[config.mk]
export PLATFORM = sky130hd
export DESIGN_NAME = ram_loader_16x8_flat
export DESIGN_NICKNAME = d
export VERILOG_FILES = /design/src/rtl/ram_loader_16x8_pkg.sv /design/src/rtl/ram_loader_16x8_if.sv /design/src/rtl/ram_shadow_16x8.sv /design/src/rtl/ram_loader_16x8.sv /design/src/flat_wrapper.sv
export SDC_FILE = /design/constraint.sdc
export NUM_CORES = 1
export LEC_CHECK = 0
export CORE_MARGIN = 2
export CORE_UTILIZATION = 40
export CTS_BUF_LIST = sky130_fd_sc_hd__clkbuf_8
export CTS_CLUSTER_SIZE = 40
export DETAILED_ROUTE_END_ITERATION = 10
export GPL_TIMING_DRIVEN = 0
export PLACE_DENSITY_LB_ADDON = 0.08
export SYNTH_ARGS = -nofsm -noshare
export SYNTH_HDL_FRONTEND = slang
export SYNTH_SLANG_ARGS = --single-unit
[constraint.sdc]
create_clock -name i_clk -period 2.7 [get_ports i_clk]
set_clock_uncertainty 0.2 [all_clocks]
set_input_delay 0.405 -clock i_clk [delete_from_list [all_inputs] [get_ports i_clk]]
set_output_delay 0.405 -clock i_clk [all_outputs]
set_load 0.02 [all_outputs]
[src/rtl/ram_loader_16x8_pkg.sv]
// ram_loader_16x8_pkg
// Shared geometry and sequencer state encoding for the 16x8 program-RAM
// loader. The SAP controller imports the same package, so the state codes
// and RAM geometry stay consistent between the two blocks.
// No ports (package).

package ram_loader_16x8_pkg;

    localparam int DEPTH  = 16;
    localparam int ADDR_W = 4;
    localparam int DATA_W = 8;

    typedef logic [2:0] state_t;

    // Loader sequencer states. These are plain 3-bit constants so that
    // older tools can consume them alongside the SAP controller.
    localparam state_t ST_IDLE   = 3'd0;
    localparam state_t ST_ACCEPT = 3'd1;
    localparam state_t ST_SETUP  = 3'd2;
    localparam state_t ST_STROBE = 3'd3;
    localparam state_t ST_VRD    = 3'd4;
    localparam state_t ST_VCMP   = 3'd5;
    localparam state_t ST_DONE   = 3'd6;
    localparam state_t ST_ERROR  = 3'd7;

    // A state in which no session is running and i_start is honoured.
    function automatic logic is_quiescent(input state_t st);
        return (st == ST_IDLE) || (st == ST_DONE) || (st == ST_ERROR);
    endfunction

endpackage

[src/rtl/ram_loader_16x8_if.sv]
// ram_loader_16x8_if
// Bundles everything the loader exchanges with the outside world apart from
// clock and reset: the byte-stream handshake, the program-RAM bus and the
// session status.
//   slave  : the loader's view (i_* inputs, o_* outputs)
//   master : the view of the block driving the stream / owning the RAM

interface ram_loader_16x8_if;
    import ram_loader_16x8_pkg::*;

    // session control and byte stream
    logic              i_start;
    logic              i_byte_valid;
    logic [DATA_W-1:0] i_byte;
    logic              i_byte_last;
    logic              o_byte_ready;

    // program-RAM side
    logic              o_ram_program_mode;
    logic [DATA_W-1:0] o_ram_data_program;
    logic [ADDR_W-1:0] o_ram_address;
    logic              o_ram_write_enable;
    logic              o_ram_read_enable;
    logic [DATA_W-1:0] i_ram_data;

    // status
    logic              o_busy;
    logic              o_done;
    logic              o_error;
    logic [ADDR_W-1:0] o_error_address;
    logic [ADDR_W:0]   o_count;

    modport slave (
        input  i_start, i_byte_valid, i_byte, i_byte_last, i_ram_data,
        output o_byte_ready, o_ram_program_mode, o_ram_data_program,
               o_ram_address, o_ram_write_enable, o_ram_read_enable,
               o_busy, o_done, o_error, o_error_address, o_count
    );

    modport master (
        output i_start, i_byte_valid, i_byte, i_byte_last, i_ram_data,
        input  o_byte_ready, o_ram_program_mode, o_ram_data_program,
               o_ram_address, o_ram_write_enable, o_ram_read_enable,
               o_busy, o_done, o_error, o_error_address, o_count
    );

endinterface

[src/rtl/ram_shadow_16x8.sv]
// ram_shadow_16x8
// DEPTH x DATA_W register file holding a copy of every byte written to the
// program RAM, used as the reference during read-back verify.
// Ports:
//   clk   : clock, rising edge
//   we    : write strobe
//   waddr : write address
//   wdata : write data
//   raddr : read address (combinational read)
//   rdata : read data
// Contents have no reset; only locations written in the current session are
// ever compared.

module ram_shadow_16x8
    import ram_loader_16x8_pkg::*;
(
    input  logic              clk,
    input  logic              we,
    input  logic [ADDR_W-1:0] waddr,
    input  logic [DATA_W-1:0] wdata,
    input  logic [ADDR_W-1:0] raddr,
    output logic [DATA_W-1:0] rdata
);

    logic [DATA_W-1:0] mem [DEPTH];

    always_ff @(posedge clk) begin
        if (we) begin
            mem[waddr] <= wdata;
        end
    end

    assign rdata = mem[raddr];

endmodule

[src/rtl/ram_loader_16x8.sv]
// ram_loader_16x8
// Initiator-side sequencer for the 16x8 program RAM. Accepts a byte stream
// on a valid/ready handshake, writes it to addresses 0.. through the RAM
// programming path, then (VERIFY=1) reads every written location back and
// compares it with a shadow copy.
// Ports:
//   i_clk   : clock, rising edge
//   i_reset : synchronous active-high reset
//   bus     : ram_loader_16x8_if.slave (stream, RAM bus, status)
// Parameters:
//   VERIFY  : 1 = read-back verify after load, 0 = finish right after load
// All outputs come straight from flops: they are computed from the next
// state at each edge, so the RAM sees address/data settle a full cycle
// (SETUP) before the single write-enable cycle (STROBE).

module ram_loader_16x8
    import ram_loader_16x8_pkg::*;
#(
    parameter bit VERIFY = 1'b1
)
(
    input  logic                    i_clk,
    input  logic                    i_reset,
    ram_loader_16x8_if.slave        bus
);

    state_t            state_reg, state_next;
    logic [ADDR_W-1:0] ptr_reg, ptr_next;
    logic              last_reg;
    logic [ADDR_W:0]   count_reg;

    logic              ready_reg;
    logic              busy_reg;
    logic              we_reg;
    logic              re_reg;
    logic [ADDR_W-1:0] addr_reg;
    logic [DATA_W-1:0] data_reg;
    logic              done_reg;
    logic              error_reg;
    logic [ADDR_W-1:0] err_addr_reg;

    logic              handshake;
    logic              start_ok;
    logic              mismatch;
    logic              final_byte;
    logic [DATA_W-1:0] shadow_rdata;

    // ready_reg is high exactly while in ACCEPT
    assign handshake  = bus.i_byte_valid && ready_reg;
    assign start_ok   = bus.i_start && is_quiescent(state_reg);
    assign mismatch   = (bus.i_ram_data != shadow_rdata);
    // the DEPTH-th byte closes the session even without a last flag
    assign final_byte = last_reg || (ptr_reg == ADDR_W'(DEPTH - 1));

    ram_shadow_16x8 u_shadow (
        .clk   (i_clk),
        .we    (handshake),
        .waddr (ptr_reg),
        .wdata (bus.i_byte),
        .raddr (ptr_reg),
        .rdata (shadow_rdata)
    );

    always_comb begin
        state_next = state_reg;
        ptr_next   = ptr_reg;
        case (state_reg)
            ST_IDLE, ST_DONE, ST_ERROR: begin
                if (bus.i_start) begin
                    state_next = ST_ACCEPT;
                    ptr_next   = '0;
                end
            end
            ST_ACCEPT: begin
                if (handshake) begin
                    state_next = ST_SETUP;
                end
            end
            ST_SETUP: begin
                state_next = ST_STROBE;
            end
            ST_STROBE: begin
                if (final_byte) begin
                    ptr_next   = '0;
                    state_next = VERIFY ? ST_VRD : ST_DONE;
                end else begin
                    ptr_next   = ptr_reg + 1'b1;
                    state_next = ST_ACCEPT;
                end
            end
            ST_VRD: begin
                state_next = ST_VCMP;
            end
            ST_VCMP: begin
                if (mismatch) begin
                    state_next = ST_ERROR;
                end else if ({1'b0, ptr_reg} == count_reg - 1'b1) begin
                    state_next = ST_DONE;
                end else begin
                    ptr_next   = ptr_reg + 1'b1;
                    state_next = ST_VRD;
                end
            end
            default: begin
                state_next = ST_IDLE;
            end
        endcase
    end

    always_ff @(posedge i_clk) begin
        if (i_reset) begin
            state_reg    <= ST_IDLE;
            ptr_reg      <= '0;
            last_reg     <= 1'b0;
            count_reg    <= '0;
            ready_reg    <= 1'b0;
            busy_reg     <= 1'b0;
            we_reg       <= 1'b0;
            re_reg       <= 1'b0;
            addr_reg     <= '0;
            data_reg     <= '0;
            done_reg     <= 1'b0;
            error_reg    <= 1'b0;
            err_addr_reg <= '0;
        end else begin
            state_reg <= state_next;
            ptr_reg   <= ptr_next;

            ready_reg <= (state_next == ST_ACCEPT);
            busy_reg  <= !is_quiescent(state_next);
            we_reg    <= (state_next == ST_STROBE);
            re_reg    <= (state_next == ST_VRD) || (state_next == ST_VCMP);

            // address moves only on entry to SETUP or VRD and is then held
            // through STROBE / VCMP
            if ((state_next == ST_SETUP) || (state_next == ST_VRD)) begin
                addr_reg <= ptr_next;
            end

            if (handshake) begin
                data_reg <= bus.i_byte;
                last_reg <= bus.i_byte_last;
            end

            if (start_ok) begin
                done_reg     <= 1'b0;
                error_reg    <= 1'b0;
                err_addr_reg <= '0;
                count_reg    <= '0;
            end

            if (state_reg == ST_STROBE) begin
                count_reg <= count_reg + 1'b1;
            end

            if ((state_next == ST_DONE) && (state_reg != ST_DONE)) begin
                done_reg <= 1'b1;
            end

            if ((state_reg == ST_VCMP) && mismatch) begin
                error_reg    <= 1'b1;
                err_addr_reg <= ptr_reg;
            end
        end
    end

    // program mode is asserted for the whole session, i.e. whenever busy
    assign bus.o_byte_ready       = ready_reg;
    assign bus.o_ram_program_mode = busy_reg;
    assign bus.o_ram_data_program = data_reg;
    assign bus.o_ram_address      = addr_reg;
    assign bus.o_ram_write_enable = we_reg;
    assign bus.o_ram_read_enable  = re_reg;
    assign bus.o_busy             = busy_reg;
    assign bus.o_done             = done_reg;
    assign bus.o_error            = error_reg;
    assign bus.o_error_address    = err_addr_reg;
    assign bus.o_count            = count_reg;

endmodule

[src/flat_wrapper.sv]
// flat-port wrapper written by rule: the top's interface ports become plain ports
module ram_loader_16x8_flat import ram_loader_16x8_pkg::*;
#(
    parameter bit VERIFY = 1'b1
)
  (i_clk, i_reset, bus_i_start, bus_i_byte_valid, bus_i_byte, bus_i_byte_last, bus_i_ram_data, bus_o_byte_ready, bus_o_ram_program_mode, bus_o_ram_data_program, bus_o_ram_address, bus_o_ram_write_enable, bus_o_ram_read_enable, bus_o_busy, bus_o_done, bus_o_error, bus_o_error_address, bus_o_count);
  ram_loader_16x8_if bus_i ();
  input  logic i_clk;
  input  logic i_reset;
  input wire logic [$bits(bus_i.i_start)-1:0] bus_i_start;
  input wire logic [$bits(bus_i.i_byte_valid)-1:0] bus_i_byte_valid;
  input wire logic [$bits(bus_i.i_byte)-1:0] bus_i_byte;
  input wire logic [$bits(bus_i.i_byte_last)-1:0] bus_i_byte_last;
  input wire logic [$bits(bus_i.i_ram_data)-1:0] bus_i_ram_data;
  output wire logic [$bits(bus_i.o_byte_ready)-1:0] bus_o_byte_ready;
  output wire logic [$bits(bus_i.o_ram_program_mode)-1:0] bus_o_ram_program_mode;
  output wire logic [$bits(bus_i.o_ram_data_program)-1:0] bus_o_ram_data_program;
  output wire logic [$bits(bus_i.o_ram_address)-1:0] bus_o_ram_address;
  output wire logic [$bits(bus_i.o_ram_write_enable)-1:0] bus_o_ram_write_enable;
  output wire logic [$bits(bus_i.o_ram_read_enable)-1:0] bus_o_ram_read_enable;
  output wire logic [$bits(bus_i.o_busy)-1:0] bus_o_busy;
  output wire logic [$bits(bus_i.o_done)-1:0] bus_o_done;
  output wire logic [$bits(bus_i.o_error)-1:0] bus_o_error;
  output wire logic [$bits(bus_i.o_error_address)-1:0] bus_o_error_address;
  output wire logic [$bits(bus_i.o_count)-1:0] bus_o_count;
  assign bus_i.i_start = bus_i_start;
  assign bus_i.i_byte_valid = bus_i_byte_valid;
  assign bus_i.i_byte = bus_i_byte;
  assign bus_i.i_byte_last = bus_i_byte_last;
  assign bus_i.i_ram_data = bus_i_ram_data;
  assign bus_o_byte_ready = bus_i.o_byte_ready;
  assign bus_o_ram_program_mode = bus_i.o_ram_program_mode;
  assign bus_o_ram_data_program = bus_i.o_ram_data_program;
  assign bus_o_ram_address = bus_i.o_ram_address;
  assign bus_o_ram_write_enable = bus_i.o_ram_write_enable;
  assign bus_o_ram_read_enable = bus_i.o_ram_read_enable;
  assign bus_o_busy = bus_i.o_busy;
  assign bus_o_done = bus_i.o_done;
  assign bus_o_error = bus_i.o_error;
  assign bus_o_error_address = bus_i.o_error_address;
  assign bus_o_count = bus_i.o_count;
  ram_loader_16x8 #(.VERIFY(VERIFY)) u_core (.i_clk(i_clk), .i_reset(i_reset), .bus(bus_i));
endmodule
# [Yosys cells after proc, flatten, opt, wreduce, memory -nomap -nowiden]
# Memory sizes are Yosys's and may differ from the RTL's. A register that Yosys moved wholly into a read port is not among the register bits.
# Cells that the tools add are included.
[classes] addsub=3 eq_ne=18 n_mux=21 n_reduce_logical=18
[op_table] cell="4-bit two-way mux" count=7
[op_table] cell="3-bit == test (second input constant)" count=8
[op_table] cell="3-bit one-hot mux with 6 select lines" count=1
[op_table] cell="3-bit by 2-bit == test with 1-bit output (second input constant)" count=4
[op_table] cell="3-bit two-way mux" count=4
[op_table] cell="4-bit one-hot mux with 3 select lines" count=1
[op_table] cell="5-bit two-way mux" count=2
[op_table] cell="8-bit inequality test" count=1
[op_table] cell="1-bit logical OR" count=7
[op_table] cell="3-bit by 1-bit == test with 1-bit output (second input constant)" count=2
[op_table] cell="3-bit zero test" count=2
[op_table] cell="2-bit nonzero test" count=3
[op_table] cell="5-bit by 1-bit adder with 5-bit output (second input constant)" count=1
[op_table] cell="4-bit by 5-bit == test with 1-bit output" count=1
[op_table] cell="1-bit two-way mux" count=5
[op_table] cell="5-bit by 1-bit subtractor with 5-bit output (second input constant)" count=1
[op_table] cell="4-bit by 1-bit adder with 4-bit output (second input constant)" count=1
[op_table] cell="4-bit == test (second input constant)" count=1
[op_table] cell="1-bit logical AND" count=4
[op_table] cell="3-bit inequality test (second input constant)" count=1
[op_table] cell="3-bit OR reduction" count=1
[op_table] cell="2-bit two-way mux" count=1
[op_table] cell="1-bit zero test" count=1
[totals] register_bits=35 ram_bits=128 input_bits=21 n_memories=1
[memory_table] memory="u_core.u_shadow.mem" words=16 word_bits=8 rd=1 rd_clocked_by_memory_dff=1 write_ports=1 line_no="ram_shadow_16x8.sv:25" rtl="logic [DATA_W-1:0] mem [DEPTH];"

# [Depth between registers and ports, before layout]
# Gate-level depths: netlist (run 1).
[logic_depth] ltp_word=9 mapped_depth=11 depth_no_buf=11

# [Hierarchy]
# Synthesis (run 1) repeated with hierarchy kept, for this count alone.
[hier_totals] cells_unflattened=436 area_unflattened_um2=6782.8
[by_module_without_submodules] mod="ram_shadow_16x8" n_inst=1 cells_each=221 area_each_um2=4987.3 seq_area_each_um2=3843.7
[by_module_without_submodules] mod="ram_loader_16x8" n_inst=1 cells_each=215 area_each_um2=1795.5 seq_area_each_um2=700.7

# [Worst setup path after synthesis (run 1)]
# Ideal clock, no wire load.
[synth_path] kind="register to register" from="register u_core.ptr_reg[0]" to="register u_core.addr_reg[3] (netlist: u_core.bus.o_ram_address[3])" arrival_time_ns=2.681 required_ns=2.363 path_slack_ns=-0.319 stages_incl_launch_ff=11 period_less_slack_ns=3.019 path_cell_list="dfxtp_1 -> buf_6 -> mux4_2 -> a22oi_1 -> a21oi_1 -> nor4_1 -> and4b_1 -> o211a_4 -> mux2i_2 -> and3_4 -> a311oi_2"
[synth_between] elab_chain_len=6 elab_cells_between_ends=15 classes_between="add/sub (1); eq/ne (4); mux (8); reduce/logical (2)"
[synth_lines] element="start: declaration" line_no="ram_loader_16x8.sv:28" rtl="logic [ADDR_W-1:0] ptr_reg, ptr_next;"
[synth_lines] element="start signal: assignment" line_no="ram_loader_16x8.sv:127" rtl="ptr_reg <= ptr_next;"
[synth_lines] element="4-bit by 5-bit == test with 1-bit output / 4-bit == test (equally long branches)" line_no="ram_loader_16x8.sv:97, ram_loader_16x8.sv:53"
[synth_lines] element="2-bit two-way mux / 1-bit logical OR (equally long branches)" line_no="ram_loader_16x8.sv:97, ram_loader_16x8.sv:53"
[synth_lines] element="3-bit two-way mux (on tied branches)" line_no="ram_loader_16x8.sv:95, ram_loader_16x8.sv:83"
[synth_lines] element="3-bit one-hot mux with 6 select lines" line_no="ram_loader_16x8.sv:67" rtl="case (state_reg)"
[synth_lines] element="3-bit by 2-bit == test with 1-bit output / 3-bit == test (equally long branches)" line_no="ram_loader_16x8.sv:136" rtl="if ((state_next == ST_SETUP) || (state_next == ST_VRD)) begin"
[synth_lines] element="1-bit logical OR" line_no="ram_loader_16x8.sv:136"
[synth_lines] element="end signal: assignment" line_no="ram_loader_16x8.sv:137" rtl="addr_reg <= ptr_next;"
[synth_lines] element="end: declaration" line_no="ram_loader_16x8.sv:36" rtl="logic [ADDR_W-1:0] addr_reg;"
# Parallel ways exist; a longest one is shown, timed or not.
# A chain may end at the register's enable or synchronous reset.

# [Final worst setup path (run 1)]
# Same ends and word-level chain as after synthesis.

==> impl_metrics.csv, run 1 <==
group,metric,value,unit
outcome,status,"finished with violations",
outcome,violations,"negative setup slack",
route,dr.pass1.iters,4,
floorplanning,dieHeight,134,um
logic_synthesis,ys_ff_latch,163,
floorplanning,ios,49,
worst_setup_path,r2r-end,"u_core.bus.o_ram_address[3]$_SDFFE_PP0P_",
route,wire_per_inst,21.6,um
cts,clock_latency,0.46,ns
pwr,ir_worst_vdd,0.000294,V
min_path,hp-start,"i_reset",
worst_setup_path,rr_startpoint,"u_core.ptr_reg[0]$_SDFF_PP0_",
placed_design,place_hpwl,11.4,mm
min_path,min_path_cells,2,
final_layout,area_growth,22.5,%
timing,rsz0062_at_grt,"true",
global_route,antenna_found_initial,0,
logic_synthesis,netlist_area,6810,um2
placed_design,gp_congestion,0.800,
logic_synthesis,synthesis.area_per_instance,14.5,um2
pwr,leakagePower,2.59,nW
global_route,grt_use_total,19.7,%
logic_synthesis,synth_largest_area_cell,"edfxtp_1",
route,drt-total-wl,16.9,mm
timing,fin_crit,3.19,ns
cts,cts.sinks,163,
cts,tritoncts,"built",
final_layout,antennaDiodeCount,0,
min_path,hold_path_end,"u_core.bus.o_ram_address[3]$_SDFFE_PP0P_",
worst_setup_path,critPathCaptureType,"flop",
floorplanning,rows,47,
cts,clock-root-buffer,"clkbuf_8",
timing,min_period_over_period,118,%
min_path,min_path_type,"in2reg",
logic_synthesis,synth_area_leaders,"edfxtp_1, dfxtp_1, mux4_2",
timing,slew_viol_final,0,
floorplanning,initial_utilization,40.9,%
worst_setup_path,crit_fanout,10,
logic_synthesis,synth_top_area_share,56.4,%
logic_synthesis,synth-main-ff-cell,"edfxtp_1",
cts,clockBufferDepth,2,
logic_synthesis,yosys_warnings,0,
global_route,grt_overflow_total,0,
final_layout,largest_reg_flops,128,
worst_setup_path,arrival,3.32,ns
cts,cts_htree_levels,4,
timing,hold_violations,0,
worst_setup_path,r2r_slack,-0.49,ns
logic_synthesis,synth_common_cells,"edfxtp_1, nand2_1, nor2_1, dfxtp_1, a21oi_1",
floorplanning,fp.dieW,134,um
route,drtIter0Drc,343,
cts,postCtsHoldBufs,0,
pwr,p_per_area,600,nW/um2
pwr,power,5.01,mW
route,route.detailed.drc,0,
logic_synthesis,synth_edf_count,128,
logic_synthesis,synthCells,471,
placed_design,preCtsSetupSlack,-0.775,ns
route,ant_nets,0,
route,via_per_inst,5.44,
global_route,grt_max_degree,18,
floorplanning,die-area,18100,um2
logic_synthesis,ys_seq_area_share,66.7,%
placed_design,placedCellCount,740,
worst_setup_path,worstSetupPathType,"reg2reg",
logic_synthesis,yosysMostFrequentCell,"edfxtp_1",
final_layout,final_nets,577,
cts,cts.clk_slew.worst_paths,0.09,ns
timing,maxSlewHeadroom,35.7,%
final_layout,drive_above_1_share,22.9,%
timing,max_freq,0.314,GHz
cts,cts_made_buffers,17,
timing,setup_ws,-0.487,ns
global_route,first_global_vias,4143,
logic_synthesis,synth_cell_type_count,51,
timing,setup_viol,20,
final_layout,stdcell_count,783,
logic_synthesis,syn-num-nets,498,
route,vias,4261,
worst_setup_path,worstRegToRegCells,10,
worst_setup_path,crit_path_start_kind,"flop",
placed_design,portBuffers,47,
timing,worst_pin_slew,0.959,ns
logic_synthesis,async_reset_ff_share,0,%
flow_run,timing.max_cap.violations,0,
global_route,grt_pass1_wl,25.4,mm
floorplanning,core-area,16600,um2
worst_setup_path,required,2.84,ns
final_layout,regMostFlops,"u_core.u_shadow.mem",
## layer usage
| layer | vias up | track usage (%) | routed length, um |
|---|---|---|---|
| li1 | 1954 | - | - |
| met1 | 2172 | 27.8 | 7990 |
| met2 | 118 | 30.1 | 7970 |
| met3 | 17 | 5.56 | 821 |
| met4 | 0 | 5.38 | 146 |
| met5 | - | 0 | 0 |
## kinds of logic (layout without fill, tap and decap cells)
group           Yosys count  in the layout  share of synthesized area (%)
mux                      50             50                           11.5
fa+ha+maj                 6              6                           1.10
simple gates            127            127                           8.63
xor+xnor                 15             15                           1.93
buf+inv                  33            125                           2.39
flops                   163            163                           66.7
compound gates           77             77                           7.77
## worst max-delay path: stages (launching register included)
cell      delay (ns)
dfxtp_4         0.39
buf_12          0.15
mux4_2          0.56
a22oi_2         0.27
a21oi_1         0.10
nor4_1          0.22
and4b_2         0.34
o211a_4         0.22
mux2i_4         0.28
and3_4          0.26
a311oi_2        0.09
## worst max path at each step
stage | startpoint | to | slack, ns | cells after the start
after global routing | u_core.ptr_reg[0]$_SDFF_PP0_ | u_core.bus.o_ram_address[2]$_SDFFE_PP0P_ | -0.60 | 10
after floorplan | u_core.ptr_reg[0]$_SDFF_PP0_ | u_core.bus.o_ram_address[3]$_SDFFE_PP0P_ | -0.15 | 11
after global placement | bus_i_byte_valid | u_core.u_shadow.mem[2][4]$_DFFE_PP_ | -1.18 | 6
after CTS | u_core.ptr_reg[0]$_SDFF_PP0_ | u_core.bus.o_ram_address[1]$_SDFFE_PP0P_ | -0.48 | 10
after detailed placement | u_core.ptr_reg[1]$_SDFF_PP0_ | u_core.bus.o_ram_address[3]$_SDFFE_PP0P_ | -0.77 | 10
final | u_core.ptr_reg[0]$_SDFF_PP0_ | u_core.bus.o_ram_address[3]$_SDFFE_PP0P_ | -0.49 | 10
## power by group
group,total [mW],switching [mW],internal [mW]
registers,2.73,0.0108,2.72
logic,0.283,0.166,0.117
clock network,1.99,0.900,1.09
## layout by cell type (no fill, tap or decap), types with 4 or more instances in the layout
cell and count:
clkinvlp_4 4, bufinv_16 5, ha_1 6, clkbuf_1 10
clkbuf_8 17, a22oi_2 6, nand2_1 41, nor3_1 4
inv_1 11, mux4_2 22, mux2i_1 24, edfxtp_1 128
and2_1 5, a21oi_1 30, a22o_1 4, buf_6 6
a31oi_1 4, nor3_2 5, nor2_1 26, nand3_1 14
nor2_2 12, a221oi_1 5, clkdlybuf4s50_1 47, buf_4 15
xnor2_1 14, dfxtp_1 33
## cell type report
cell class	instances	area, um2
inverters	11	41.3
clock buffers	17	234
clock inverters	15	213
well taps	220	275
multi-input cells	275	2280
plain buffers	21	165
repair buffers	61	583
flip-flops and latches	163	4550
fillers	1452	8300
## timing repair
| action | CTS | global route |
|---|---|---|
| endpoints found under the setup margin | 116 | 68 |
| pin swaps | 3 | 7 |
| buffers inserted | 8 | 4 |
| resized for setup | 34 | 17 |
## metrics by stage
step | cell area, um2 | hold slack, ns | util (%) | setup TNS, ns
3_3_place_gp | 7600 | 0.247 | 45.7 | -68.99
4_1_cts | 8260 | 0.120 | 49.7 | -6.26
3_5_place_dp | 7650 | 0.249 | 46.0 | -47.19
2_1_floorplan | 6860 | 0.236 | - | -0.581
6_report | 8350 | 0.155 | 50.1 | -6.90
5_1_grt | 8350 | 0.136 | 50.1 | -9.22
No activity file was read; power rests on OpenSTA's default activity.
==> run 2, diff against run 1 <==
--- a/config.mk
+++ b/config.mk
@@ -12,6 +12,7 @@
 export DETAILED_ROUTE_END_ITERATION = 10
 export GPL_TIMING_DRIVEN = 0
 export PLACE_DENSITY_LB_ADDON = 0.08
+export SLEW_MARGIN = 20
 export SYNTH_ARGS = -nofsm -noshare
 export SYNTH_HDL_FRONTEND = slang
 export SYNTH_SLANG_ARGS = --single-unit
==> constraint.sdc (replaced) <==
create_clock -name i_clk -period 4 [get_ports i_clk]
set_clock_uncertainty 0.2 [all_clocks]
set_input_delay 0.6 -clock i_clk [delete_from_list [all_inputs] [get_ports i_clk]]
set_output_delay 0.6 -clock i_clk [all_outputs]
set_load 0.02 [all_outputs]
==> run 2 against run 1 <==
The run now ends clean; core utilization fell by 2.1 points; critical path depth did not move; clock power fell by 37%; first-iteration DRC count fell by 4.4%; register-to-register slack improved by 0.93 ns; critical endpoint is now u_core.bus.o_ram_address[2]$_SDFFE_PP0P_.
==> impl_metrics.csv, run 2 (synthesized netlist as in run 1, its figures left out) <==
group,metric,value,unit
outcome,status,"finished, final reports clean",
floorplanning,rows,47,
cts,cts_setup_buffers,0,
global_route,grt_pass1_wl,25.2,mm
route,drtIter0Drc,328,
worst_setup_path,arrival,3.67,ns
timing,rsz0062_at_grt,"false",
cts,cts.sinks,163,
cts,clockBufferDepth,2,
timing,worst_pin_slew,1.10,ns
final_layout,stdcell_count,771,
global_route,grt_use_total,19.4,%
floorplanning,fp.dieW,134,um
cts,clock_latency,0.45,ns
final_layout,regMostFlops,"u_core.u_shadow.mem",
cts,cts.clk_slew.worst_paths,0.09,ns
route,wl_met3,883,um
global_route,antenna_found_initial,0,
floorplanning,initial_utilization,40.9,%
floorplanning,dieHeight,134,um
pwr,ir_worst_vdd,0.000208,V
floorplanning,die-area,18100,um2
route,drt-total-wl,16.6,mm
pwr,leakagePower,2.49,nW
route,wire_per_inst,21.6,um
timing,fin_setup_tns,0,ns
timing,max_freq,0.281,GHz
pwr,pwr-share-clk,38.1,%
placed_design,place_hpwl,11.4,mm
final_layout,mostFrequentLayoutCells,"edfxtp_1, clkdlybuf4s50_1, nand2_1",
global_route,first_global_vias,4223,
timing,setup_viol,0,
route,ant_nets,0,
route,met2_length,7.92,mm
pwr,power_switching_share,22.6,%
final_layout,final_common_cell,"edfxtp_1",
route,vias,4186,
final_layout,largest_reg_flops,128,
floorplanning,core-area,16600,um2
timing,hold_violations,0,
final_layout,multi_input_area,2120,um2
final_layout,drive_above_1_share,14.7,%
cts,ctsResizeCount,0,
final_layout,seqCellArea,4540,um2
pwr,p_sw,739,uW
route,route.detailed.drc,0,
floorplanning,ios,49,
timing,fin_crit,3.56,ns
cts,tritoncts,"built",
cts,postCtsHoldBufs,0,
cts,clock-root-buffer,"clkbuf_8",
worst_setup_path,crit_path_start_kind,"flop",
timing,maxSlewHeadroom,26.7,%
route,dr.pass1.iters,6,
global_route,grt_max_degree,18,
min_path,min_path_type,"reg2reg",
worst_setup_path,worstSetupPathType,"reg2reg",
worst_setup_path,required,4.11,ns
pwr,pwr-share-seq,56.4,%
cts,cts_made_buffers,17,
cts,cts_htree_levels,4,
worst_setup_path,r2r_slack,0.44,ns
route,dr.max_layer_used,"met4",
final_layout,antennaDiodeCount,0,
final_layout,final_nets,566,
route,via_per_inst,5.43,
route,wl_met1,7.54,mm
placed_design,gp_congestion,0.804,
final_layout,area_growth,17.5,%
timing,slew_viol_final,0,
pwr,p_int,2.53,mW
flow_run,timing.max_cap.violations,0,
placed_design,placedCellCount,740,
final_layout,fillers,1466,
pwr,p_per_area,408,nW/um2
timing,min_period_over_period,89.0,%
worst_setup_path,critPathCaptureType,"flop",
placed_design,portBuffers,47,
global_route,grt_overflow_total,0,
worst_setup_path,crit_fanout,10,
pwr,combPwrFrac,5.4,%
## run 2: cell count changes in the layout (fill, tap and decap cells not counted), moves of 3 or more
cell and delta:
buf_6 -5, buf_2 +4, o21ai_4 -3, a22oi_2 -6, a22oi_1 +6, o21ai_0 +3, nor2_2 -12, buf_4 -9
nor2_1 +13
## run 2: cell type report
class | instances | share of cell area (%)
tap | 220 | 3.44
clock inverter | 14 | 2.22
inverter | 11 | 0.516
timing repair buffer | 49 | 6.07
clock buffer | 17 | 2.92
sequential | 163 | 56.8
buffer | 22 | 1.52
multi-input combinational | 275 | 26.5
## run 2: path summary, 6_finish.rpt
| kind | from | depth (start not counted) | to |
|---|---|---|---|
| worst max register to register | u_core.ptr_reg[1]$_SDFF_PP0_ | 10 | u_core.bus.o_ram_address[2]$_SDFFE_PP0P_ |
| worst min-delay path | u_core.bus.o_ram_data_program[4]$_SDFFE_PP0P_ | 2 | u_core.bus.o_ram_data_program[4]$_SDFFE_PP0P_ |
| worst min register to register | u_core.bus.o_ram_data_program[4]$_SDFFE_PP0P_ | 2 | u_core.bus.o_ram_data_program[4]$_SDFFE_PP0P_ |
| worst max-delay path | u_core.ptr_reg[1]$_SDFF_PP0_ | 10 | u_core.bus.o_ram_address[2]$_SDFFE_PP0P_ |
## run 2: metal layers
metal | up-vias | track usage [%]
li1 | 1928 | -
met1 | 2117 | 27.0
met2 | 119 | 30.9
met3 | 22 | 3.53
met4 | 0 | 6.61
met5 | - | 0
## run 2: metrics by stage
step	power [mW]	hold slack [ns]	cell area, um2	setup WS [ns]	utilization, %
finish	3.27	0.262	8000	0.441	48.1
global route	3.38	0.296	8000	0.204	48.1
CTS	3.29	0.266	8000	0.387	48.1
detailed placement	2.06	0.252	7590	0.373	45.6
global placement	2.06	0.247	7560	0.00187	45.4
floorplan	1.97	0.236	6810	0.981	-
## run 2: critical path, cell delays in order, from the launching register on
cell	delay [ns]
dfxtp_1	0.39
buf_2	0.38
buf_2	0.40
mux4_2	0.34
o21ai_0	0.30
a21oi_1	0.12
and4b_1	0.36
o211a_4	0.21
a21oi_1	0.13
a221oi_1	0.46
a211oi_2	0.12
## run 2: power groups by stage
stage | Clock, mW | Sequential (mW) | Combinational, mW
after floorplan | 0 | 1.89 | 0.0775
after global placement | 0 | 1.88 | 0.174
after detailed placement | 0 | 1.88 | 0.177
after CTS | 1.27 | 1.84 | 0.178
after global routing | 1.34 | 1.85 | 0.193
final | 1.25 | 1.84 | 0.178
==> run 3, diff against run 2 <==
--- a/config.mk
+++ b/config.mk
@@ -11,8 +11,6 @@
 export CTS_CLUSTER_SIZE = 40
 export DETAILED_ROUTE_END_ITERATION = 10
 export GPL_TIMING_DRIVEN = 0
-export PLACE_DENSITY_LB_ADDON = 0.08
-export SLEW_MARGIN = 20
 export SYNTH_ARGS = -nofsm -noshare
 export SYNTH_HDL_FRONTEND = slang
 export SYNTH_SLANG_ARGS = --single-unit
==> run 3 against run 2 <==
Hold slack worse by 0.0027 ns; core utilization is 0.17 points lower; critical path depth stayed put; sequential power hardly changed; largest power group unchanged.
==> impl_metrics.csv, run 3 (synthesized netlist as in run 1, its figures left out) <==
group,metric,value,unit
pwr,p_int,2.47,mW
final_layout,area_growth,17.1,%
final_layout,final_core_util,47.9,%
route,via_per_inst,5.45,
timing,max_freq,0.268,GHz
route,wl_met3,794,um
route,dr.pass1.iters,5,
final_layout,stdcell_count,772,
timing,rsz0062_at_grt,"false",
global_route,grt_overflow_total,0,
worst_setup_path,worstSetupPathType,"reg2reg",
timing,setup_ws,0.267,ns
global_route,grt_pass1_wl,24.6,mm
floorplanning,ios,49,
timing,slew_viol_final,0,
timing,hold_ws,0.259,ns
pwr,p_per_area,397,nW/um2
route,wire_per_inst,20.9,um
route,met2_length,8.21,mm
worst_setup_path,critPathCaptureType,"flop",
route,ant_nets,0,
cts,clockBufferDepth,2,
final_layout,final_nets,566,
floorplanning,initial_utilization,40.9,%
placed_design,placedCellCount,740,
pwr,pwr-share-seq,58.3,%
worst_setup_path,arrival,3.84,ns
worst_setup_path,required,4.11,ns
floorplanning,fp.dieW,134,um
floorplanning,die-area,18100,um2
pwr,power_switching_share,22.1,%
placed_design,portBuffers,47,
worst_setup_path,worstRegToRegCells,10,
final_layout,drive_above_1_share,13.9,%
route,drtIter0Drc,328,
global_route,antenna_found_initial,0,
worst_setup_path,crit_fanout,10,
pwr,p_sw,699,uW
cts,cts_setup_buffers,0,
route,drt-total-wl,16.1,mm
route,dr.max_layer_used,"met4",
cts,cts_made_buffers,17,
flow_run,timing.max_cap.violations,0,
worst_setup_path,r2r-end,"u_core.bus.o_ram_address[2]$_SDFFE_PP0P_",
cts,cts.sinks,163,
timing,maxSlewHeadroom,22.3,%
pwr,pwr-share-clk,36.1,%
final_layout,regMostFlops,"u_core.u_shadow.mem",
final_layout,antennaDiodeCount,0,
timing,worst_pin_slew,1.16,ns
timing,hold_violations,0,
final_layout,largest_reg_flops,128,
pwr,combPwrFrac,5.6,%
timing,min_period_over_period,93.3,%
placed_design,place_hpwl,11.0,mm
timing,fin_crit,3.73,ns
worst_setup_path,worstSetupStartpoint,"u_core.ptr_reg[0]$_SDFF_PP0_",
pwr,ir_worst_vdd,0.000215,V
worst_setup_path,setup.worst_path.end,"u_core.bus.o_ram_address[2]$_SDFFE_PP0P_",
global_route,grt_max_degree,18,
route,wl_met1,6.91,mm
route,route.detailed.drc,0,
route,vias,4204,
pwr,leakagePower,2.50,nW
cts,cts.clk_slew.worst_paths,0.08,ns
cts,cts_htree_levels,4,
cts,clock-root-buffer,"clkbuf_8",
cts,postCtsHoldBufs,0,
placed_design,preCtsSetupSlack,0.162,ns
outcome,status,"finished, final reports clean",
floorplanning,dieHeight,134,um
min_path,min_path_type,"reg2reg",
cts,clock_latency,0.45,ns
final_layout,final_common_cell,"edfxtp_1",
timing,fin_setup_tns,0,ns
floorplanning,rows,47,
worst_setup_path,rr_startpoint,"u_core.ptr_reg[0]$_SDFF_PP0_",
global_route,grt_use_total,18.7,%
final_layout,mostFrequentLayoutCells,"edfxtp_1, clkdlybuf4s50_1, nand2_1",
cts,tritoncts,"built",
floorplanning,core-area,16600,um2
cts,ctsResizeCount,0,
placed_design,gp_congestion,0.812,
worst_setup_path,r2r_slack,0.27,ns
global_route,first_global_vias,4094,
timing,setup_viol,0,
worst_setup_path,crit_path_start_kind,"flop",
-- run 3: changes by cell type in the layout (fill, tap and decap cells not counted), moves of 2 or more --
cell,before,now
inv_6,4,0
buf_4,6,4
inv_1,10,16
buf_6,1,3
-- run 3: worst max-delay path, cell delays in order (launching register included) --
cell and delay [ns]:
dfxtp_1 0.46, buf_6 0.24, mux4_2 0.52, a22oi_1 0.24
a21oi_1 0.10, nor4_1 0.54, and4b_1 0.36, o211a_4 0.20
a21oi_1 0.12, a221oi_1 0.46, a211oi_2 0.13
-- run 3: routing by layer --
| metal | up-vias | GRT usage (%) |
|---|---|---|
| li1 | 1932 | - |
| met1 | 2126 | 24.3 |
| met2 | 128 | 32.0 |
| met3 | 18 | 3.87 |
| met4 | 0 | 5.50 |
| met5 | - | 0 |
-- run 3: final cells by class --
cell class / instances / area, um2
buffer: 22 / 121
clock buffer: 18 / 248
clock inverter: 14 / 128
fill: 1456 / 8670
inverter: 11 / 41.3
multi-input combinational: 275 / 2120
sequential: 163 / 4540
tap: 220 / 275
timing repair buffer: 49 / 493
-- run 3: metrics by stage --
step | total power, mW | cell area [um2]
after floorplan | 1.97 | 6810
after global placement | 2.05 | 7560
after detailed placement | 2.06 | 7600
after CTS | 3.19 | 7980
after global routing | 3.27 | 7980
final | 3.16 | 7980
-- run 3: power by group through the flow --
stage / sequential [mW] / clock [mW] / combinational [mW]
final: 1.84 / 1.14 / 0.177
after global routing: 1.85 / 1.23 / 0.192
after CTS: 1.84 / 1.17 / 0.178
after detailed placement: 1.88 / 0 / 0.178
after global placement: 1.88 / 0 / 0.171
after floorplan: 1.89 / 0 / 0.0775
-- run 3: how the worst min path moves through the flow --
| stage | from | end | slack (ns) | depth (start not counted) |
|---|---|---|---|---|
| floorplan | u_core.last_reg$_SDFFE_PP0P_ | u_core.last_reg$_SDFFE_PP0P_ | 0.24 | 2 |
| global placement | u_core.bus.o_ram_data_program[4]$_SDFFE_PP0P_ | u_core.bus.o_ram_data_program[4]$_SDFFE_PP0P_ | 0.24 | 2 |
| detailed placement | u_core.bus.o_ram_data_program[6]$_SDFFE_PP0P_ | u_core.bus.o_ram_data_program[6]$_SDFFE_PP0P_ | 0.25 | 2 |
| CTS | u_core.bus.o_ram_data_program[6]$_SDFFE_PP0P_ | u_core.bus.o_ram_data_program[6]$_SDFFE_PP0P_ | 0.26 | 2 |
| global route | u_core.bus.o_ram_data_program[4]$_SDFFE_PP0P_ | u_core.bus.o_ram_data_program[4]$_SDFFE_PP0P_ | 0.28 | 2 |
| finish | u_core.bus.o_ram_data_program[5]$_SDFFE_PP0P_ | u_core.bus.o_ram_data_program[5]$_SDFFE_PP0P_ | 0.26 | 2 |
==> edit 1 (config.mk and constraints of run 3) <==
Change the package constant `DEPTH` from 16 to 8.
--- a/src/rtl/ram_loader_16x8_pkg.sv
+++ b/src/rtl/ram_loader_16x8_pkg.sv
@@ -8,3 +8,3 @@
 
-    localparam int DEPTH  = 16;
+    localparam int DEPTH  = 8;
     localparam int ADDR_W = 4;
Formal check against the unedited RTL: same outputs for any inputs over 10 cycles, from zero or initial values and one cycle with i_reset high; that may be too few to reach the edited logic, so the function may still have changed.
==> edit 1 against run 3 <==
Sequential share of layout area fell by 7.0 points; wire length fell by 37%; area after synthesis fell by 35%; final area fell by 34%; non-clock buffer count rose by 2; setup slack improved by 0.40 ns; sequential cell count fell by 64; global-route usage fell by 0.38 points; power fell by 43%; largest power group unchanged; highest routed layer unchanged.
==> edit 1: results (changes against run 3) <==
- Buffers on Ports: 48 (was 47)
- Number of global-route vias before repair: 2,975 (was 4,094)
- Minimum clock period: 3.33 ns (was 3.73 ns)
- Top cells by area, synth: edfxtp_1, dfxtp_1, mux2_2 (was edfxtp_1, dfxtp_1, mux4_2)
- Post-DP HPWL: 7.10 mm (was 11.0 mm)
- Htree depth: 3 (was 4)
- Lkg Pwr: 0.00170 uW (was 0.00250 uW)
- Post-CTS setup buffers: 0 (unchanged)
- VDD IR max: 0.000200 V (was 0.000215 V)
- Clock root buffer: clkbuf_8 (unchanged)
- GRT Util Overall: 18.3% (was 18.7%)
- # fillers: 968 (was 1,456)
- Max reg flops: 64 (was 128)
- Crit-path max FO: 10 (unchanged)
- FF-to-FF path depth: 10 (unchanged)
- Launch point of the worst path: u_core.ptr_reg[1]$_SDFF_PP0_ (was u_core.ptr_reg[0]$_SDFF_PP0_)
- Top reg by flops: u_core.u_shadow.mem (unchanged)
- Maximum number of pins on one net before global-route repair: 17 (was 18)
- Number of flops mapped to enable cells by yosys: 64 (was 128)
- # resized after CTS: 0 (unchanged)
- Nets: 457 (was 566)
- FF-to-FF setup slack: 0.67 ns (was 0.27 ns)
- CTS buffer count: 9 (was 17)
- Syn nets: 397 (was 498)
- Layout cells sized above 1: 15.2% (was 13.9%)
- Routability-driven placement congestion ratio: 0.851 (was 0.812)
- Clock Tree Buf Depth: 2 (unchanged)
- Slew Limit Fails: 0 (unchanged)
- DP Area: 5080 um^2 (was 7600 um^2)
- Yosys warns: 0 (unchanged)
- Drt pass-1 iters: 5 (unchanged)
- Slew @ Worst Pin: 1.32 ns (was 1.16 ns)
- DR vias: 3,144 (was 4,204)
- Place WS: 0.528 ns (was 0.162 ns)
- Worst EP arrival: 3.38 ns (was 3.84 ns)
- Critical path destination: u_core.bus.o_ram_address[2]$_SDFFE_PP0P_ (unchanged)
- 1st-iter DRT viols: 267 (was 328)
- HP Class: flip-flop to flip-flop (unchanged)
- Global-route wire length before repair: 16.1 mm (was 24.6 mm)
- Distinct cell type count after synthesis: 45 (was 51)
- Reg clk slew, reported paths: 0.09 ns
- Clock Latency Late Sink: 0.36 ns (was 0.45 ns)
- Sequential fraction of the synthesis area: 59.5% (was 66.7%)
- Initial antenna violation count: 0 (unchanged)
- Status: completed (unchanged)
- Most frequent cells after synthesis: edfxtp_1, nand2_1, dfxtp_1 (was edfxtp_1, nand2_1, nor2_1)
- Diodes inserted: 0 (unchanged)
- Total Routed Length: 10.2 mm (was 16.1 mm)
- FFs w/ async S/R, synth: 0% (unchanged)
-- edit 1: cell families after synthesis --
logic type      count (synthesis)  share of synthesized area, %
compound gates                 75                          10.7
xor+xnor                        8                          1.59
fa+ha+maj                       5                          1.42
buf+inv                        33                          3.66
flops                          99                          59.5
mux                            35                          9.88
simple gates                  116                          13.2
-- edit 1: cell type report --
cell class | instances | area, um^2 | share of cell area [%]
Clock inverter | 6 | 42.5 | 0.811
Clock buffer | 9 | 124 | 2.36
Timing Repair Buffer | 49 | 488 | 9.30
Sequential cell | 99 | 2620 | 50.0
Inverter | 9 | 33.8 | 0.644
Buffer | 24 | 128 | 2.43
Tap cell | 140 | 175 | 3.34
Multi-Input combinational cell | 239 | 1630 | 31.1
-- edit 1: worst min path at each step --
stage / start / endpoint / slack (ns) / depth (start not counted)
after floorplan: u_core.last_reg$_SDFFE_PP0P_ / u_core.last_reg$_SDFFE_PP0P_ / 0.24 / 2
after global placement: u_core.bus.o_ram_data_program[4]$_SDFFE_PP0P_ / u_core.bus.o_ram_data_program[4]$_SDFFE_PP0P_ / 0.24 / 2
after detailed placement: u_core.bus.o_ram_data_program[3]$_SDFFE_PP0P_ / u_core.bus.o_ram_data_program[3]$_SDFFE_PP0P_ / 0.25 / 2
after CTS: u_core.bus.o_ram_data_program[3]$_SDFFE_PP0P_ / u_core.bus.o_ram_data_program[3]$_SDFFE_PP0P_ / 0.26 / 2
after global routing: u_core.bus.o_ram_data_program[0]$_SDFFE_PP0P_ / u_core.bus.o_ram_data_program[0]$_SDFFE_PP0P_ / 0.30 / 2
final: u_core.bus.o_ram_data_program[3]$_SDFFE_PP0P_ / u_core.bus.o_ram_data_program[3]$_SDFFE_PP0P_ / 0.26 / 2
-- edit 1: per-layer routing --
metal / routed length, um / global-route usage (%)
met1: 4700 / 26.2
met2: 4760 / 28.3
met3: 641 / 4.00
met4: 135 / 4.95
met5: 0 / 0
-- edit 1: critical path: stages, from the launching register on --
cell and delay (ns):
dfxtp_1 0.34, buf_2 0.25, nand2b_1 0.14, clkbuf_1 0.40
o22ai_1 0.17, o21ai_0 0.18, nand4_1 0.22, nor4_4 0.50
o32a_2 0.31, nand4_2 0.15, mux2_1 0.35
-- edit 1: metrics by stage --
stage          std cells  hold WS, ns  total power [uW]
5_1_grt              575        0.297              1880
3_3_place_gp         559        0.243              1270
4_1_cts              575        0.260              1830
6_report             575        0.259              1810
2_1_floorplan        371        0.236              1200
3_5_place_dp         560        0.250              1270
-- edit 1: report_power, final --
group          internal [uW]  total [uW]  switching, uW  leakage, uW
combinational           59.9         143           82.6     0.000748
sequential              1100        1100           5.69     0.000860
clock                    225         569            344    0.0000873
total                   1380        1810            432      0.00170
==> edit 2 (flow settings as in run 3) <==
Made on the original files. Reset style: asynchronous (`i_reset`), changed in one clocked block. Comments in the files are not updated.
--- a/src/rtl/ram_loader_16x8.sv
+++ b/src/rtl/ram_loader_16x8.sv
@@ -109,3 +109,3 @@
 
-    always_ff @(posedge i_clk) begin
+    always_ff @(posedge i_clk or posedge i_reset) begin
         if (i_reset) begin
Behaviour: differs if i_reset is asserted again (counterexample within 4 cycles, from zero or initial values and one cycle with i_reset high); with i_reset held inactive, the same outputs for 10 cycles.
==> edit 2 against run 3 <==
Area after synthesis up 1.8%; sequential cell count stayed put; sequential share of layout area up 1.4 points; setup slack worse by 0.080 ns; final area rose by 1.4%; wire length decreased by 5.4%.
Power is not compared: it rests on default switching activity, and its combinational part moved more than twofold at a synthesized area within 25%.
==> edit 2: results (changes against run 3) <==
- Mux contribution to synthesized area: 14.0% (was 11.5%)
- Place WS: -0.416 ns (was 0.162 ns)
- Adder-Cell Fraction of Synth Area: 1.08% (was 1.10%)
- FFs w/ async S/R, synth: 21.5% (was 0%)
- Routability-driven placement congestion ratio: 0.895 (was 0.812)
- Hold WS: 0.305 ns (was 0.259 ns)
- Post-Syn Area per Cell: 16.3 um^2 (was 14.5 um^2)
- Nets: 518 (was 566)
- Top cells by area, synth: edfxtp_1, dfrtp_1, mux4_2 (was edfxtp_1, dfxtp_1, mux4_2)
- Number of global-route vias before repair: 3,992 (was 4,094)
- Critical path destination: u_core.bus.o_ram_address[2]$_DFFE_PP0P_ (was u_core.bus.o_ram_address[2]$_SDFFE_PP0P_)
- Buffers on Ports: 48 (was 47)
- Min-delay src: u_core.bus.o_done$_DFFE_PP0P_ (was u_core.bus.o_ram_data_program[5]$_SDFFE_PP0P_)
- Combinational Power: about 1800 uW
- Maximum number of pins on one net before global-route repair: 36 (was 18)
- # resized after CTS: 6 (was 0)
- Finished Layout Cells: 729 (was 772)
- Drt pass-1 iters: 6 (was 5)
- Vias per Instance: 5.34 (was 5.45)
- Layout cells sized above 1: 17.3% (was 13.9%)
- Most frequent cells after synthesis: edfxtp_1, dfrtp_1, mux2i_1 (was edfxtp_1, nand2_1, nor2_1)
- Min-Delay Endpoint: u_core.bus.o_done$_DFFE_PP0P_ (was u_core.bus.o_ram_data_program[5]$_SDFFE_PP0P_)
- Distinct cell type count after synthesis: 52 (was 51)
- Placed cells: 699 (was 740)
- Post-DP HPWL: 10.5 mm (was 11.0 mm)
- # fillers: 1,463 (was 1,456)
- GRT Util Overall: 17.5% (was 18.7%)
- Xor and xnor area share after synthesis: 2.15% (was 1.93%)
- FF-to-FF path depth: 11 (was 10)
- CTS buffer count: 17 (unchanged)
- Post-route worst setup slack: 0.186 ns (was 0.267 ns)
- Launch point of the worst path: u_core.ptr_reg[1]$_DFF_PP0_ (was u_core.ptr_reg[0]$_SDFF_PP0_)
- Diodes inserted: 0 (unchanged)
- Clock root buffer: clkbuf_8 (unchanged)
- Slowest-stage cell, CP: mux4_2 (was nor4_1)
- Largest delay contributor family on the critical path: multiplexers (was compound AO/OA/AOI/OAI gates)
- Global-route wire length before repair: 23.1 mm (was 24.6 mm)
- Syn nets: 453 (was 498)
- DP Area: 7690 um^2 (was 7600 um^2)
- Routed len/inst: 20.9 um (about the same)
- 1st-iter DRT viols: 324 (was 328)
- Worst EP arrival: 3.95 ns (was 3.84 ns)
- Clk pwr: between 1000 and 1500 uW
- Hold Crit Depth: 1 (was 2)
- Status: completed (unchanged)
- Synth Area in Compound Gates: 5.72% (was 7.77%)
- Rel. slew slack: 41.5% (was 22.3%)
==> edit 2: cell count changes in the layout (fill, tap and decap cells not counted), sizes merged, moves of 7 or more <==
cell,run 3,this run
a21oi,32,2
mux2,1,18
and2,6,20
o21ai,9,17
clkinv,3,10
dfrtp,0,35
dfxtp,35,0
nor2,39,10
xor2,1,9
nand2,42,21
==> edit 2: routing by layer <==
metal | track usage [%] | wire, um | up-vias | part of all wire, %
met2 | 27.3 | 7520 | 131 | 49
met4 | 6.89 | 273 | 0 | 1.8
met5 | 0 | 0 | - | 0
met3 | 4.86 | 839 | 25 | 5.5
li1 | - | - | 1779 | -
met1 | 23.5 | 6630 | 1955 | 43
==> edit 2: layout make-up <==
class                   count  area (um^2)  share of cell area (%)
flip-flops and latches    163         4720                    58.4
multi-input cells         231         2080                    25.7
repair buffers             48          480                    5.94
well taps                 225          282                    3.48
clock buffers              17          234                    2.89
plain buffers              17          121                    1.50
clock inverters            15          120                    1.49
inverters                  13         48.8                   0.603
